--- src/rtl/xbar_stream.sv ---
// Streaming crossbar: IP_COUNT valid/ready inputs routed to OP_COUNT registered outputs
// through a per-output route table, with a drain-before-switch config port.
module xbar_stream #(
  parameter int DATA_WIDTH = 32,
  parameter int IP_COUNT   = 3,
  parameter int OP_COUNT   = 3,
  parameter int SEL_WIDTH  = (IP_COUNT > 1) ? $clog2(IP_COUNT) : 1,
  parameter int OSEL_WIDTH = (OP_COUNT > 1) ? $clog2(OP_COUNT) : 1
) (
  input  logic                           Clk,
  input  logic                           Rst_n,
  input  logic [IP_COUNT*DATA_WIDTH-1:0] InData,
  input  logic [IP_COUNT-1:0]            InValid,
  output logic [IP_COUNT-1:0]            InReady,
  output logic [OP_COUNT*DATA_WIDTH-1:0] OutData,
  output logic [OP_COUNT-1:0]            OutValid,
  input  logic [OP_COUNT-1:0]            OutReady,
  input  logic                           Direct,
  input  logic                           CfgValid,
  output logic                           CfgReady,
  input  logic [OSEL_WIDTH-1:0]          CfgOut,
  input  logic [SEL_WIDTH-1:0]           CfgSrc,
  input  logic                           CfgEn,
  output logic                           CfgDone,
  output logic                           CfgErr,
  output logic [OP_COUNT-1:0]            RouteEn
);

  typedef enum logic [1:0] {S_IDLE, S_DRAIN, S_APPLY, S_ERR} state_t;

  state_t                  state, state_nxt;
  logic [OSEL_WIDTH-1:0]   cfg_out_q;
  logic [SEL_WIDTH-1:0]    cfg_src_q;
  logic                    cfg_en_q;
  logic                    cfg_accept, cfg_bad, drain_ok;

  logic [OP_COUNT-1:0]     tbl_en;
  logic [SEL_WIDTH-1:0]    tbl_src [OP_COUNT];
  logic [OP_COUNT-1:0]     eff_en;
  logic [SEL_WIDTH-1:0]    eff_src [OP_COUNT];
  logic [OP_COUNT-1:0]     frozen, can_accept, load;
  logic [DATA_WIDTH-1:0]   lane_in [OP_COUNT];
  logic [OP_COUNT-1:0]     lane_vld;
  logic [IP_COUNT-1:0]     in_rdy;

  logic [DATA_WIDTH-1:0]   data_p0 [OP_COUNT];
  logic [OP_COUNT-1:0]     vld_p0;

  // Direct mode overrides the table without touching it
  always_comb begin
    for (int j = 0; j < OP_COUNT; j++) begin
      eff_en[j]     = Direct ? (j < IP_COUNT) : tbl_en[j];
      eff_src[j]    = Direct ? SEL_WIDTH'(j) : tbl_src[j];
      frozen[j]     = ((state == S_DRAIN) || (state == S_APPLY)) &&
                      (cfg_out_q == OSEL_WIDTH'(j));
      can_accept[j] = !vld_p0[j] || OutReady[j];
    end
  end

  // An input is taken only when every live output routed to it can accept (all-or-nothing fan-out)
  always_comb begin : ready_calc
    logic any_r, ok_r;
    in_rdy = '0;
    for (int i = 0; i < IP_COUNT; i++) begin
      any_r = 1'b0;
      ok_r  = 1'b1;
      for (int j = 0; j < OP_COUNT; j++) begin
        if (eff_en[j] && !frozen[j] && (eff_src[j] == SEL_WIDTH'(i))) begin
          any_r = 1'b1;
          if (!can_accept[j]) ok_r = 1'b0;
        end
      end
      in_rdy[i] = Rst_n && any_r && ok_r;
    end
  end

  always_comb begin
    for (int j = 0; j < OP_COUNT; j++) begin
      lane_in[j]  = '0;
      lane_vld[j] = 1'b0;
      for (int i = 0; i < IP_COUNT; i++) begin
        if (eff_src[j] == SEL_WIDTH'(i)) begin
          lane_in[j]  = InData[i*DATA_WIDTH +: DATA_WIDTH];
          lane_vld[j] = InValid[i] && in_rdy[i];
        end
      end
      load[j] = eff_en[j] && !frozen[j] && lane_vld[j];
    end
  end

  // ---- stage p0: output registers ----
  always_ff @(posedge Clk) begin
    if (!Rst_n) begin
      vld_p0 <= '0;
      for (int j = 0; j < OP_COUNT; j++) data_p0[j] <= '0;
    end else begin
      for (int j = 0; j < OP_COUNT; j++) begin
        if (load[j]) begin
          data_p0[j] <= lane_in[j];
          vld_p0[j]  <= 1'b1;
        end else if (vld_p0[j] && OutReady[j]) begin
          vld_p0[j]  <= 1'b0;
        end
      end
    end
  end

  always_comb begin
    OutData = '0;
    for (int j = 0; j < OP_COUNT; j++) OutData[j*DATA_WIDTH +: DATA_WIDTH] = data_p0[j];
  end

  assign OutValid = vld_p0;
  assign InReady  = in_rdy;
  assign RouteEn  = tbl_en;
  assign CfgReady = Rst_n && (state == S_IDLE);
  assign CfgDone  = (state == S_APPLY) || (state == S_ERR);
  assign CfgErr   = (state == S_ERR);

  assign cfg_accept = CfgValid && CfgReady;
  assign cfg_bad    = (32'(CfgOut) >= OP_COUNT) || (CfgEn && (32'(CfgSrc) >= IP_COUNT));

  // Target stage is frozen, so it only needs to be empty or emptying this cycle
  always_comb begin
    drain_ok = 1'b0;
    for (int j = 0; j < OP_COUNT; j++)
      if (cfg_out_q == OSEL_WIDTH'(j)) drain_ok = can_accept[j];
  end

  always_comb begin
    state_nxt = state;
    case (state)
      S_IDLE:  if (cfg_accept) state_nxt = cfg_bad ? S_ERR : S_DRAIN;
      S_DRAIN: if (drain_ok) state_nxt = S_APPLY;
      S_APPLY: state_nxt = S_IDLE;
      S_ERR:   state_nxt = S_IDLE;
      default: state_nxt = S_IDLE;
    endcase
  end

  always_ff @(posedge Clk) begin
    if (!Rst_n) begin
      state     <= S_IDLE;
      cfg_out_q <= '0;
      cfg_src_q <= '0;
      cfg_en_q  <= 1'b0;
      tbl_en    <= '0;
      for (int j = 0; j < OP_COUNT; j++) tbl_src[j] <= '0;
    end else begin
      state <= state_nxt;
      if (cfg_accept) begin
        cfg_out_q <= CfgOut;
        cfg_src_q <= CfgSrc;
        cfg_en_q  <= CfgEn;
      end
      if (state == S_APPLY) begin
        for (int j = 0; j < OP_COUNT; j++) begin
          if (cfg_out_q == OSEL_WIDTH'(j)) begin
            tbl_en[j] <= cfg_en_q;
            if (cfg_en_q) tbl_src[j] <= cfg_src_q;
          end
        end
      end
    end
  end

endmodule

--- config.mk ---
export PLATFORM = sky130hd
export DESIGN_NAME = xbar_stream
export DESIGN_NICKNAME = d
export VERILOG_FILES = /design/src/rtl/xbar_stream.sv
export SDC_FILE = /design/constraint.sdc
export NUM_CORES = 1
export LEC_CHECK = 0
export ABC_CLOCK_PERIOD_IN_PS = 6700
export BUFFER_PORTS_ARGS = -buffer_cell sky130_fd_sc_hd__buf_2
export CAP_MARGIN = 20
export CORE_MARGIN = 1
export CORE_UTILIZATION = 55
export CTS_BUF_LIST = sky130_fd_sc_hd__clkbuf_16
export DETAILED_ROUTE_END_ITERATION = 8
export PLACE_DENSITY_LB_ADDON = 0.08
export SLEW_MARGIN = 0
export SYNTH_ARGS = -nofsm -noshare
export SYNTH_HDL_FRONTEND = slang
export SYNTH_SLANG_ARGS = --single-unit
export TNS_END_PERCENT = 5
--- constraint.sdc ---
create_clock -name Clk -period 6.7 [get_ports Clk]
set_clock_uncertainty 0.15 [all_clocks]
set_input_delay 0.335 -clock Clk [delete_from_list [all_inputs] [get_ports Clk]]
set_output_delay 0.335 -clock Clk [all_outputs]
set_load 0.01 [all_outputs]
**Word level (Yosys, flattened, before mapping)**

Memory sizes are Yosys's and may differ from the RTL's.
Cells that the tools add are included.

- Bits in registers: 13
- Bits in writable memories: 102
- Input port bits: 111
- Output and inout port bits: 108
- Word-level logic and storage cells: 182
- Memories kept: 2

- Magnitude comparators: 2
- Equality and inequality tests: 13
- Multiplexer cells: 91
- Bitwise gates (word level): 6
- Reduce and logical (&&, ||, !) cells: 58

Memories:

| memory | words | bits a word | read ports | clocked after memory_dff | wr ports | RTL line | RTL |
|---|---|---|---|---|---|---|---|
| data_p0 | 3 | 32 | 3 | 0 | 3 | 46 | `logic [DATA_WIDTH-1:0] data_p0 [OP_COUNT];` |
| tbl_src | 3 | 2 | 3 | 0 | 3 | 38 | `logic [SEL_WIDTH-1:0] tbl_src [OP_COUNT];` |

Operator list:

| kind | number |
|---|---|
| 32-bit 2-to-1 mux | 12 |
| 1-bit 2-to-1 mux | 69 |
| 1-bit logical AND | 33 |
| 2-bit 2-to-1 mux | 9 |
| 2-bit equality test (second input constant) | 6 |
| 2-bit by 1-bit equality test with 1-bit output (second input constant) | 5 |
| 2-bit logical NOT | 5 |
| 2-bit AND reduction | 4 |
| 1-bit logical NOT | 6 |
| 1-bit logical OR | 6 |
| 1-bit OR | 6 |
| 2-bit case mux with 3 select lines | 1 |
| 2-bit nonzero test | 3 |
| 2-bit >= comparator (second input constant) | 2 |
| 2-bit != test (second input constant) | 2 |
| 2-bit OR reduction | 1 |

**Depth between registers and ports, before layout**

- Word-level depth: 21
- Gate-level depth with buffers: 11
- Mapped depth without buffers: 9

**Worst setup path after synthesis**

OpenSTA, ideal clock, no wires.

- Path type: flip-flop to flip-flop
- Start point: register state[0]
- End point: memory data_p0[0][0] (enable)
- Library setup time: 0.478 ns
- Arrival time: 3.007 ns
- Required time: 6.072 ns
- Path slack: 3.065 ns
- Cell stages (with the launch flop): 12
- Buffers on the path: 2
- Clock period less this slack: 3.635 ns
- Cell sequence: dfxtp_1 > inv_1 > ha_1 > and3b_1 > or3_1 > o2111a_1 > a41oi_1 > o21ai_1 > o211ai_2 > buf_2 > buf_6 > nand2_1

RTL lines:

| element | RTL line | RTL |
|---|---|---|
| start, declared | 31 | `state_t state, state_nxt;` |
| start signal, assigned | 150 | `state <= state_nxt;` |
| end, declared | 46 |  |

==> results.toml <==
[synthesis]
syn-mean-instance-area_um2 = 10.48
synth_nets = 788
synth_top_cell_by_area = "edfxtp_1"
synth_edf_count = 102
yosysTopAreaCellShare_pct = 43.48
synthesis.area_um2 = 7044
async_reset_ff_share_pct = 0
syn_inst = 672
netlist_top_cells_area = "edfxtp_1 (43%), mux2_2 (10%), a21oi_1 (8.2%)"
yosys_warnings = 0
synth_cell_types = 56
synth-main-ff-cell = "edfxtp_1"
synth.yosys.seq_area_share_pct = 47.18
ys_seq_elements = 115

[sta]
maxSlewViolCount = 0
finalSetupTns_ps = 0
fin_crit_ps = 4389
rsz0062_at_grt = "no"
fin_crit_sh_pct = 65.50
fmax_mhz = 227.9
worstMarginPinSlew_ps = 1144
setup_viol = 0
hold_viol = 0
slew_headroom_pct = 23.70

[floorplanning]
dieArea_um2 = 13260
die_h_um = 115.2
die_x_um = 115.2
core-area_um2 = 12260
start_util_pct = 57.45
ios = 219
rows = 40

[min_path]
hold_path_depth = 3
whs_endpoint = "cfg_out_q[0]"
hold_class = "input port to flop"
min_from = "CfgOut[0]"

[detailed_routing]
via_per_inst = 6.510
drc = 0
first_pass_iters = 8
wl_per_cell_um = 21.41
route.vias.total = 6705
route.antenna.remaining_nets = 0
drt_iter0_drc = 785
wl_um = 22050

[global_route]
grt_pass1_wl_um = 33890
antenna_found_initial = 0
grt_pass1_vias = 6475
grt_max_degree = 98
track_usage_pct = 33.91
grt-ovfl-total = 0

[placement]
gp_congestion = 1.017
dpl.cell_count = 998
place.detailed.hpwl_um = 13820
port_buffers = 218

[setup_path]
setup.worst_path.end_class = "flop"
reg2reg_slack_ps = 2310
cp_max_fo = 96
cp_top_family = "buffers and inverters"
cp-start-kind = "flop"
reg2regPathDepth = 9
timing.rr.end = "data_p0[0][67]"
path_common_cell = "buf_4"
crit_buf_inv = 2
crit_path_top_delay_cell = "buf_4"
required_ps = 6660
path_class = "flop to flop"
slowest_delay_ps = 870
critPathArrivalTime_ps = 4350
r2r-start = "tbl_src[0][1]"
critical_path.cell_chain = "buf_4, nor2b_4, nor2b_1, a2111oi_2, o21ai_1, a31oi_1, a211oi_4, buf_4, a21oi_1"

[final_layout]
finalNetCount = 965
drive_above_1_share_pct = 40.02
n_antenna_cell = 0
syn_to_final_growth_pct = 23.48
final_cells = 1030

[power]
p_leak_nw = 3.530
p_per_area_nw_per_um2 = 270.8
finalPower_mw = 2.355
vdd_drop_max_v = 0.0002790

[clocking]
clk_pin_slew_worst_paths_ps = 50
cts-resized-gates = 0
cts_tree = "done"
clock_latency_ps = 420
cts_htree_levels = 4
cts_buffer_depth = 2
cts_buffers = 17
ctsHoldBuffers = 0
root_buffer = "clkbuf_16"
numClockSinks = 115
cts_setup_buffers = 0

[flow_run]
drv_cap = 0

[status]
status = "completed"
[stage by stage]
| step | hold WS (ps) | instance area [um2] | util (%) | worst slack [ps] |
|---|---|---|---|---|
| 2_1_floorplan | 289.0 | 7044 | - | 3065 |
| 3_3_place_gp | 307.2 | 8134 | 66.34 | 2469 |
| 3_5_place_dp | 319.8 | 8162 | 66.56 | 2368 |
| 4_1_cts | 24.89 | 8698 | 70.94 | 2438 |
| 5_1_grt | 59.27 | 8698 | 70.94 | 2102 |
| 6_report | 32.79 | 8698 | 70.94 | 2311 |
[worst register-to-register path, cell delays in order, from the launching register on]
cell and delay (ps):
edfxtp_1 590, buf_4 390, nor2b_4 840, nor2b_1 370
a2111oi_2 150, o21ai_1 190, a31oi_1 90, a211oi_4 170
buf_4 870, a21oi_1 250
[layer usage]
layer	routed length [um]	part of all wire [%]	global-route usage (%)
met4	624	2.8	16.02
met1	8505	39	41.41
met3	2100	9.5	8.645
met2	10820	49	56.31
met5	0	0	0
[cells in the final DEF, fill, tap and decap left out, types with 3 or more instances in the layout]
cell type / n
or3_1: 3
dfxtp_1: 13
nand2_2: 3
ha_1: 5
a21oi_2: 19
and3_1: 3
buf_4: 7
inv_1: 11
edfxtp_1: 102
a221oi_1: 32
mux2_2: 64
nor2_1: 40
o21ai_1: 3
a21oi_1: 115
nand2_1: 19
clkinv_1: 4
nor2_4: 3
buf_2: 218
nand2b_1: 6
nor2b_1: 39
clkbuf_16: 17
a22oi_1: 65
a211oi_1: 3
nand3_1: 8
a21boi_0: 12
nor3_1: 4
[how the worst max path moves through the flow]
stage / startpoint / endpoint / depth (start not counted)
finish: tbl_src[0][1] / data_p0[0][67] / 9
detailed placement: Direct / data_p0[0][84] / 9
global route: tbl_src[0][1] / data_p0[0][2] / 9
global placement: Direct / data_p0[0][71] / 9
floorplan: state[0] / data_p0[0][0] / 11
CTS: tbl_src[0][1] / data_p0[0][5] / 9
[cells by family (layout without fill, tap and decap cells)]
| family | after synthesis | in the layout | share of synthesized area (%) |
|---|---|---|---|
| mux | 66 | 66 | 10.52 |
| buf+inv | 72 | 262 | 4.725 |
| compound gates | 267 | 267 | 25.65 |
| simple gates | 147 | 147 | 11.05 |
| flops | 115 | 115 | 47.18 |
| fa+ha+maj | 5 | 5 | 0.8881 |
[registers in the layout (all words and copies together), names as in the netlist]
name,count
data_p0,96
state,2
cfg_en_q,1
RouteEn,3
cfg_src_q,2
cfg_out_q,2
tbl_src,6
OutValid,3
[synthesized netlist by cell type, drive strengths merged, types with 2 or more instances]
cell	instances
a211oi	4
a21boi	13
a21oi	134
a221oi	32
a22oi	65
and3	3
and3b	2
buf	19
clkbuf	49
dfxtp	13
edfxtp	102
ha	5
inv	4
mux2	64
mux2i	2
nand2	22
nand2b	6
nand3	8
nand3b	2
nand4	2
nor2	43
nor2b	40
nor3	4
nor4	2
nor4b	2
o21ai	3
or2	2
or3	3
or3b	2
[power by group]
part / internal (mW) / switching, mW / leakage (nW)
combinational: 0.228 / 0.358 / 2.07
clock: 0.528 / 0.307 / 0.289
sequential: 0.889 / 0.0450 / 1.17
total: 1.65 / 0.710 / 3.53
[final cells by class]
cell class,instances,area (um2)
multi-input combinational,485,3442
clock inverter,15,111.4
inverter,4,15.01
fill,920,3563
sequential,115,3323
timing repair buffer,226,1171
clock buffer,17,425.4
tap,168,210.2
Power figures use the tool's default switching activity.
